===== src/rtl/alu_pkg.sv =====
// Shared definitions for the execute-stage ALU: control codes, FSM states,
// default datapath width.
package alu_pkg;

  localparam int ALU_WIDTH_DEF = 32;

  localparam logic [2:0] ALU_ADD = 3'b010;
  localparam logic [2:0] ALU_SUB = 3'b110;
  localparam logic [2:0] ALU_AND = 3'b000;
  localparam logic [2:0] ALU_OR  = 3'b001;
  localparam logic [2:0] ALU_MUL = 3'b111;

  typedef enum logic [1:0] {
    ST_IDLE = 2'd0,
    ST_MUL  = 2'd1,
    ST_DONE = 2'd2
  } alu_state_e;

endpackage


===== src/rtl/alu_shift_add_mul.sv =====
// Iterative shift-add multiplier: one partial product per step, low WIDTH
// bits only. Define ALU_MUL_EARLY_EXIT_EN to finish as soon as the remaining
// multiplier bits are all zero.
module alu_shift_add_mul
  import alu_pkg::*;
#(
  parameter int WIDTH = ALU_WIDTH_DEF,
  parameter int CNT_W = 6
) (
  input  logic             clk_i,
  input  logic             rst_i,
  input  logic             load_i,
  input  logic             step_i,
  input  logic [WIDTH-1:0] a_i,
  input  logic [WIDTH-1:0] b_i,
  output logic [WIDTH-1:0] product_o,
  output logic             last_o
);

  logic [WIDTH-1:0] r_acc, r_mcand, r_mplier;
  logic [CNT_W-1:0] r_cnt;
  logic [WIDTH-1:0] w_acc_nxt, w_mplier_nxt;

  // Accumulator value after the current step; this is the product on the last step.
  always_comb begin
    w_acc_nxt    = r_mplier[0] ? (r_acc + r_mcand) : r_acc;
    w_mplier_nxt = r_mplier >> 1;
  end

  assign product_o = w_acc_nxt;

`ifdef ALU_MUL_EARLY_EXIT_EN
  assign last_o = (r_cnt == CNT_W'(WIDTH-1)) || (w_mplier_nxt == '0);
`else
  assign last_o = (r_cnt == CNT_W'(WIDTH-1));
`endif

  // Operand load on accept, then one shift-add iteration per step.
  always_ff @(posedge clk_i) begin
    if (rst_i) begin
      r_acc    <= '0;
      r_mcand  <= '0;
      r_mplier <= '0;
      r_cnt    <= '0;
    end else if (load_i) begin
      r_acc    <= '0;
      r_mcand  <= a_i;
      r_mplier <= b_i;
      r_cnt    <= '0;
    end else if (step_i) begin
      r_acc    <= w_acc_nxt;
      r_mcand  <= r_mcand << 1;
      r_mplier <= w_mplier_nxt;
      r_cnt    <= r_cnt + 1'b1;
    end
  end

endmodule


===== src/rtl/alu_seq_mul.sv =====
// Execute-stage ALU: add/sub/and/or in one cycle, multiply via the iterative
// shift-add unit with a start/busy/done handshake for PC stalling.
// Optional macro ALU_MUL_EARLY_EXIT_EN shortens multiplies (same results).
module alu_seq_mul
  import alu_pkg::*;
#(
  parameter int WIDTH = ALU_WIDTH_DEF,
  parameter int CNT_W = 6
) (
  input  logic             clk_i,
  input  logic             rst_i,
  input  logic             start_i,
  input  logic [WIDTH-1:0] data1_i,
  input  logic [WIDTH-1:0] data2_i,
  input  logic [2:0]       ALUCtrl_i,
  output logic [WIDTH-1:0] data_o,
  output logic             zero_o,
  output logic             busy_o,
  output logic             done_o
);

  alu_state_e       r_state;
  logic [WIDTH-1:0] r_data;
  logic [WIDTH-1:0] w_alu, w_prod;
  logic             w_accept, w_load, w_step, w_last;

  // Start is only honoured outside an active multiply.
  assign w_accept = start_i && (r_state != ST_MUL);
  assign w_load   = w_accept && (ALUCtrl_i == ALU_MUL);
  assign w_step   = (r_state == ST_MUL);

  // Single-cycle operation mux; unknown codes give zero.
  always_comb begin
    w_alu = '0;
    case (ALUCtrl_i)
      ALU_ADD: w_alu = data1_i + data2_i;
      ALU_SUB: w_alu = data1_i - data2_i;
      ALU_AND: w_alu = data1_i & data2_i;
      ALU_OR:  w_alu = data1_i | data2_i;
      default: w_alu = '0;
    endcase
  end

  alu_shift_add_mul #(.WIDTH(WIDTH), .CNT_W(CNT_W)) u_mul (
    .clk_i     (clk_i),
    .rst_i     (rst_i),
    .load_i    (w_load),
    .step_i    (w_step),
    .a_i       (data1_i),
    .b_i       (data2_i),
    .product_o (w_prod),
    .last_o    (w_last)
  );

  // Control FSM; the result register only changes on entry to DONE.
  always_ff @(posedge clk_i) begin
    if (rst_i) begin
      r_state <= ST_IDLE;
      r_data  <= '0;
    end else begin
      case (r_state)
        ST_MUL: begin
          if (w_last) begin
            r_data  <= w_prod;
            r_state <= ST_DONE;
          end
        end
        default: begin
          if (w_accept) begin
            if (ALUCtrl_i == ALU_MUL) begin
              r_state <= ST_MUL;
            end else begin
              r_data  <= w_alu;
              r_state <= ST_DONE;
            end
          end else begin
            r_state <= ST_IDLE;
          end
        end
      endcase
    end
  end

  assign data_o = r_data;
  assign zero_o = (r_data == '0);
  assign busy_o = (r_state == ST_MUL);
  assign done_o = (r_state == ST_DONE);

endmodule


===== config.mk =====
export PLATFORM = sky130hd
export DESIGN_NAME = alu_seq_mul
export DESIGN_NICKNAME = d
export VERILOG_FILES = /design/src/rtl/alu_pkg.sv /design/src/rtl/alu_shift_add_mul.sv /design/src/rtl/alu_seq_mul.sv
export SDC_FILE = /design/constraint.sdc
export NUM_CORES = 1
export LEC_CHECK = 0
export ABC_CLOCK_PERIOD_IN_PS = 6000
export CORE_MARGIN = 2
export CORE_UTILIZATION = 50
export CTS_CLUSTER_SIZE = 28
export DETAILED_ROUTE_END_ITERATION = 6
export MAX_ROUTING_LAYER = met4
export PLACE_DENSITY = 0.75
export RECOVER_POWER = 50
export SKIP_LAST_GASP = 1
export SYNTH_ARGS = -nofsm -noshare
export SYNTH_HDL_FRONTEND = slang
export SYNTH_SLANG_ARGS = --single-unit

===== constraint.sdc =====
create_clock -name clk_i -period 6 [get_ports clk_i]
set_clock_uncertainty 0.05 [all_clocks]
set_input_delay 0.9 -clock clk_i [delete_from_list [all_inputs] [get_ports clk_i]]
set_output_delay 0.9 -clock clk_i [all_outputs]
set_load 0.1 [all_outputs]

---- Word-level counts from Yosys, hierarchy flattened ----
Cells that the tools add are included.
storage, ports and cells
  bits in registers ....................... 136
  bits in latches ......................... 0
  RAM bits ................................ 0
  memory bits (read-only) ................. 0
  input port bits ......................... 70
  output and inout bits ................... 35
  memories kept ........................... 0
cells by class
  add/subtract/negate cells ............... 4
  multiply operators ...................... 0
  divide/modulo/power cells ............... 0
  $lt $le $gt $ge ......................... 0
  eq/ne operators ......................... 10
  shifts and indexed selects .............. 0
  muxes and demuxes ....................... 14
  bitwise operators ....................... 2
  reductions and logical operators ........ 8
operators with widths
  operator                                                number
  two-way mux 32 bit                                      9
  one-hot mux 32 bit (4 select lines)                     1
  adder 32 bit                                            2
  bitwise AND 32 bit                                      1
  zero test 32 bit                                        1
  OR 32 bit                                               1
  subtractor 32 bit                                       1
  two-way mux 2 bit                                       4
  adder 6 x 1 -> 6 bit (second input constant)            1
  equality test 3 bit (second input constant)             2
  equality test 6 x 5 -> 1 bit (second input constant)    1
  inequality test 2 x 1 -> 1 bit (second input constant)  2
  nonzero test 2 bit                                      2
  equality test 3 x 1 -> 1 bit (second input constant)    1
  equality test 3 x 2 -> 1 bit (second input constant)    1
  zero test 3 bit                                         1
  AND reduction 3 bit                                     1
  equality test 2 x 1 -> 1 bit (second input constant)    1
  equality test 2 bit (second input constant)             1
  logical AND 1 bit                                       2
  inequality test 2 bit (second input constant)           1
  OR reduction 2 bit                                      1

---- Depth between registers and ports, before layout ----
  word-level depth ........................ 5
  depth in mapped cells ................... 20

---- Cells and area by module ----
Synthesis repeated with hierarchy kept, for this count alone.
second synthesis, totals
  cells, all modules ...................... 1407
  area, all modules ....................... 10881.7 µm²
modules (own cells, without submodules)
  module             times used  cells each  area each (µm²)
  alu_shift_add_mul  1           786         6378.6
  alu_seq_mul        1           621         4503.1

---- Worst setup path after synthesis ----
No wires, ideal clock.
  path type ............................... input to register
  start point ............................. input data2_i[13]
  end point ............................... register r_data[27], in the netlist data_o[27]
  library setup time ...................... 0.124 ns
  arrival ................................. 4.282 ns
  setup slack ............................. 1.545 ns
  stages on the path ...................... 17
  buffers on the path ..................... 1
  path through ............................ or4_4 or4_1 nor2_1 nand2_1 or3_4 o21ai_0 xor2_1 ha_1 clkbuf_1 nand2_1 nor3_1 o31ai_1 a31oi_1 nor2_1 xnor2_1 a221oi_1 o31ai_1
between the ends
  word-level cells in the longest chain between the ends .. 5
RTL lines
  element                                                   RTL line                              source
  from (decl)                                               alu_seq_mul.sv:14                     input logic [WIDTH-1:0] data2_i,
  subtractor 32 bit / adder 32 bit (equally long branches)  alu_seq_mul.sv:37, alu_seq_mul.sv:36
  one-hot mux 32 bit (4 select lines) (*)                   alu_seq_mul.sv:35                     case (ALUCtrl_i)
  two-way mux 32 bit (*)                                    alu_seq_mul.sv:70                     if (ALUCtrl_i == ALU_MUL) begin
  two-way mux 32 bit (*)                                    alu_seq_mul.sv:69                     if (w_accept) begin
  two-way mux 32 bit (*)                                    alu_seq_mul.sv:61                     case (r_state)
  to (signal assigned)                                      alu_seq_mul.sv:64                     r_data <= w_prod;
  to (signal assigned)                                      alu_seq_mul.sv:73                     r_data <= w_alu;
  to (decl)                                                 alu_seq_mul.sv:23                     logic [WIDTH-1:0] r_data;
Every way passes the cells marked *; elsewhere a longest branch is shown, timed or not. The select of a mux whose other input is x is not followed.
A chain may end at the register's enable or synchronous reset.

---- Final worst setup path ----
  start point ............................. input ALUCtrl_i[0]
  end point ............................... register u_mul.r_acc[28]
between the ends
  word-level cells in the longest chain between the ends .. 3
RTL lines
  element                              RTL line                 source
  from (decl)                          alu_seq_mul.sv:15        input logic [2:0] ALUCtrl_i,
  equality test 3 bit                  alu_seq_mul.sv:29        assign w_load = w_accept && (ALUCtrl_i == ALU_MUL);
  logical AND 1 bit                    alu_seq_mul.sv:29
  OR reduction 2 bit (no source line)  -
  to (signal assigned)                 alu_shift_add_mul.sv:51  r_acc <= w_acc_nxt;
  to (decl)                            alu_shift_add_mul.sv:20  logic [WIDTH-1:0] r_acc, r_mcand, r_mplier;
Every way passes these cells.

==> flow_summary.json <==
{
  "status": "complete, but fails checks",
  "violations": "max-capacitance violations, max-slew violations",
  "synth_mux_area_frac": 0.00589,
  "syn_avg_cell_area_um2": 7.50,
  "cap_violations": 2,
  "root_buffer": "clkbuf_16",
  "place_ws_ns": 0.673,
  "critPathLaunchType": "input port",
  "rsz0062_at_grt": "no",
  "cpPeakStageDelay_ns": 1.30,
  "yosysTopAreaCellShare": 0.267,
  "synth_top_family_by_area": "compound AO/OA/AOI/OAI gates",
  "cts_tree": "built",
  "synthSimpleGateAreaFrac": 0.196,
  "routed_wl_mm": 32.4,
  "synth-adder-area-share": 0.115,
  "p_int_uw": 1900,
  "crit_arrival_ns": 5.61,
  "wl_met1_mm": 15.1,
  "relSlewSlack": -0.198,
  "setup_viol": 0,
  "final_cell_count_no_fill": 1698,
  "place_inst": 1666,
  "numCtsBuffers": 17,
  "yosysWarnings": 0,
  "worst_slack_ns": 0.658,
  "track_usage": 0.303,
  "first_pass_iters": 5,
  "nNetsFinal": 1553,
  "ant_nets": 0,
  "critical_path_class": "input port to flip-flop",
  "yosys-top-cells-area": "dfxtp_1 27%, a21oi_1 8.6%, ha_1 8.1%, nand2_1 6.3%, nor2_1 5.0%",
  "drive_above_1_share": 0.0399,
  "post_cts.repair.setup_buffers": 0,
  "r2r_setup_slack_ns": 2.53,
  "power_frac_clock": 0.398,
  "leakage_uw": 0.00450,
  "syn-num-nets": 1499,
  "min_to": "u_mul.r_mplier[20]",
  "routed.top_layer": "met4",
  "hold_depth": 2,
  "finalSetupTns_ns": 0,
  "tightest_slew_ns": 1.80,
  "htreeDepth": 4,
  "reg2regPathDepth": 12,
  "rows": 52,
  "max_freq_mhz": 187,
  "clock_path_buffers": 2,
  "die_x_um": 147,
  "ir_drop_uv": 194,
  "power_frac_comb": 0.264,
  "fillCellCount": 1874,
  "worstSetupEndpointType": "flip-flop",
  "worst_hold_slack_ns": 0.405,
  "crit_fanout": 35,
  "finalHoldViolations": 0,
  "worstPathRequired_ns": 6.27,
  "drc": 0,
  "synth-xor-area-share": 0.0781,
  "syn_inst": 1361,
  "antenna_cells": 0,
  "gp_congestion": 0.994,
  "p_switching_uw": 945,
  "async_flop_share": 0,
  "p_seq_frac": 0.338,
  "ios": 105,
  "die_h_um": 147,
  "antenna_found_initial": 0,
  "postLayoutCoreUtil": 0.596,
  "cts_resized": 0,
  "initial_utilization": 0.508,
  "seq_area_um2": 2720,
  "switching_share": 0.332,
  "multiInputGateArea_um2": 7050,
  "min_from": "u_mul.r_mplier[20]",
  "viasPerCell": 6.15,
  "netlist-cell-type-count": 69,
  "fin_crit_ns": 5.34,
  "yosysSeqAreaShare": 0.267,
  "fin_crit_sh": 0.890,
  "cts_sinks": 136,
  "dr_wl_met3_mm": 2.55,
  "cp_slowest_cell": "clkbuf_1",
  "clk_pin_slew_worst_paths_ns": 0.06,
  "clock_latency_ns": 0.42,
  "hold_buffers": 0,
  "ys_ff_latch": 136,
  "drt-initial-drc-count": 1029,
  "num_vias": 10400,
  "dieArea_um2": 21600,
  "synth_compound_area_frac": 0.293,
  "core_area_um2": 20100,
  "wl_met2_mm": 14.0,
  "synthFlopType": "dfxtp_1",
  "grt_first_pass_wirelength_mm": 50.6,
  "r2r_start": "u_mul.r_mcand[0]",
  "syn_area_um2": 10200,
  "powerDensity_nw_per_um2": 237,
  "r2r-end": "data_o[24]",
  "synth_edf_count": 0,
  "wl_per_cell_um": 19.1,
  "hp-class": "flip-flop to flip-flop",
  "grt_pass1_vias": 9405,
  "grt.overflow.total": 0,
  "synth_area_leader_cell": "dfxtp_1",
  "io_buffers": 104,
  "area_growth_pct": 17.5,
  "path_cells": "dlygate4sd3_1 -> clkbuf_1 -> nand3_1 -> nor2_1 -> or2_0 -> nor3_1 -> mux2i_1 -> nand2_1",
  "hpwl_mm": 23.9,
  "slew_viol_final": 58,
  "grt_max_degree": 93
}
[logic make-up (layout without fill, tap and decap cells)]
group	count (synthesis)	in the layout
flops	136	136
xor+xnor	91	91
simple gates	445	445
compound gates	469	469
fa+ha+maj	99	99
buf+inv	115	182
mux	6	6
[worst max-delay path by stage]
stage,from,end,slack [ns],depth (start not counted)
global route,ALUCtrl_i[0],u_mul.r_acc[28],0.38,8
detailed placement,data2_i[12],data_o[26],0.67,17
global placement,data2_i[12],data_o[31],0.78,18
CTS,data2_i[12],data_o[26],1.11,17
finish,ALUCtrl_i[0],u_mul.r_acc[28],0.66,8
floorplan,data2_i[13],data_o[27],1.54,17
[sequential cells by signal, summed over array words and instances, names as in the netlist]
register,count
data_o,32
r_state,2
u_mul.r_acc,32
u_mul.r_cnt,6
u_mul.r_mcand,32
u_mul.r_mplier,32
[metrics by stage]
step	cell area (µm²)	total power (µW)
6_report	12000	2840
5_1_grt	12000	2940
4_1_cts	12000	2840
3_5_place_dp	11400	1720
3_3_place_gp	11400	1720
2_1_floorplan	10200	1500
[critical path, delay by kind of cell]
kind          cells  cell delay, ns
buf+inv           2            1.86
mux               1            0.22
simple gates      5            2.61
[layout by cell type (no fill, tap or decap), types with 34 or more instances in the layout]
cell type          n
a21oi_1          176
a22oi_1           64
clkdlybuf4s50_1   69
dfxtp_1          136
dlygate4sd3_1     34
ha_1              66
nand2_1          170
nor2_1           134
o21ai_0           77
xnor2_1           54
xor2_1            37
[final cells by class]
class / instances / area share
inverter: 32 / 0.0102
clock buffer: 22 / 0.0404
tap: 270 / 0.0282
timing repair buffer: 118 / 0.0946
multi-input combinational: 1110 / 0.588
sequential: 136 / 0.227
clock inverter: 10 / 0.0117
[synth_stat cells, types with 3 or more instances]
cell type / number
a221oi_1: 22
nand2b_1: 20
maj3_1: 31
nand3b_1: 5
inv_1: 31
o22ai_1: 5
a211oi_1: 24
nor2b_1: 8
a2111oi_0: 3
o211ai_1: 6
nand2_1: 170
o21bai_1: 18
a21o_1: 18
nor3_1: 28
a311oi_1: 7
a21boi_0: 3
a21oi_1: 176
and2_1: 3
o21ai_0: 77
xor2_1: 37
dfxtp_1: 136
mux2i_1: 6
nor2_1: 135
buf_4: 3
buf_1: 8
nand3_1: 15
ha_1: 66
buf_2: 3
a22oi_1: 64
or3_1: 14
xnor2_1: 54
nor4_1: 13
a221o_1: 3
o41ai_1: 7
o31ai_1: 12
a31oi_1: 5
or4_1: 3
nand4_1: 15
and3_1: 4
nor3b_1: 3
clkbuf_1: 66
[power by group through the flow]
| stage | combinational, µW | sequential, µW | clock, µW |
|---|---|---|---|
| after floorplan | 414 | 1080 | 0 |
| after global placement | 744 | 981 | 0 |
| after detailed placement | 743 | 982 | 0 |
| after CTS | 747 | 962 | 1130 |
| after global routing | 807 | 965 | 1170 |
| final | 751 | 962 | 1130 |
[layer usage]
metal	vias up	GRT usage
met5	-	-
met4	0	0.0937
met3	54	0.0488
met2	423	0.443
met1	4881	0.428
li1	5077	-
Power figures use the tool's default switching activity.
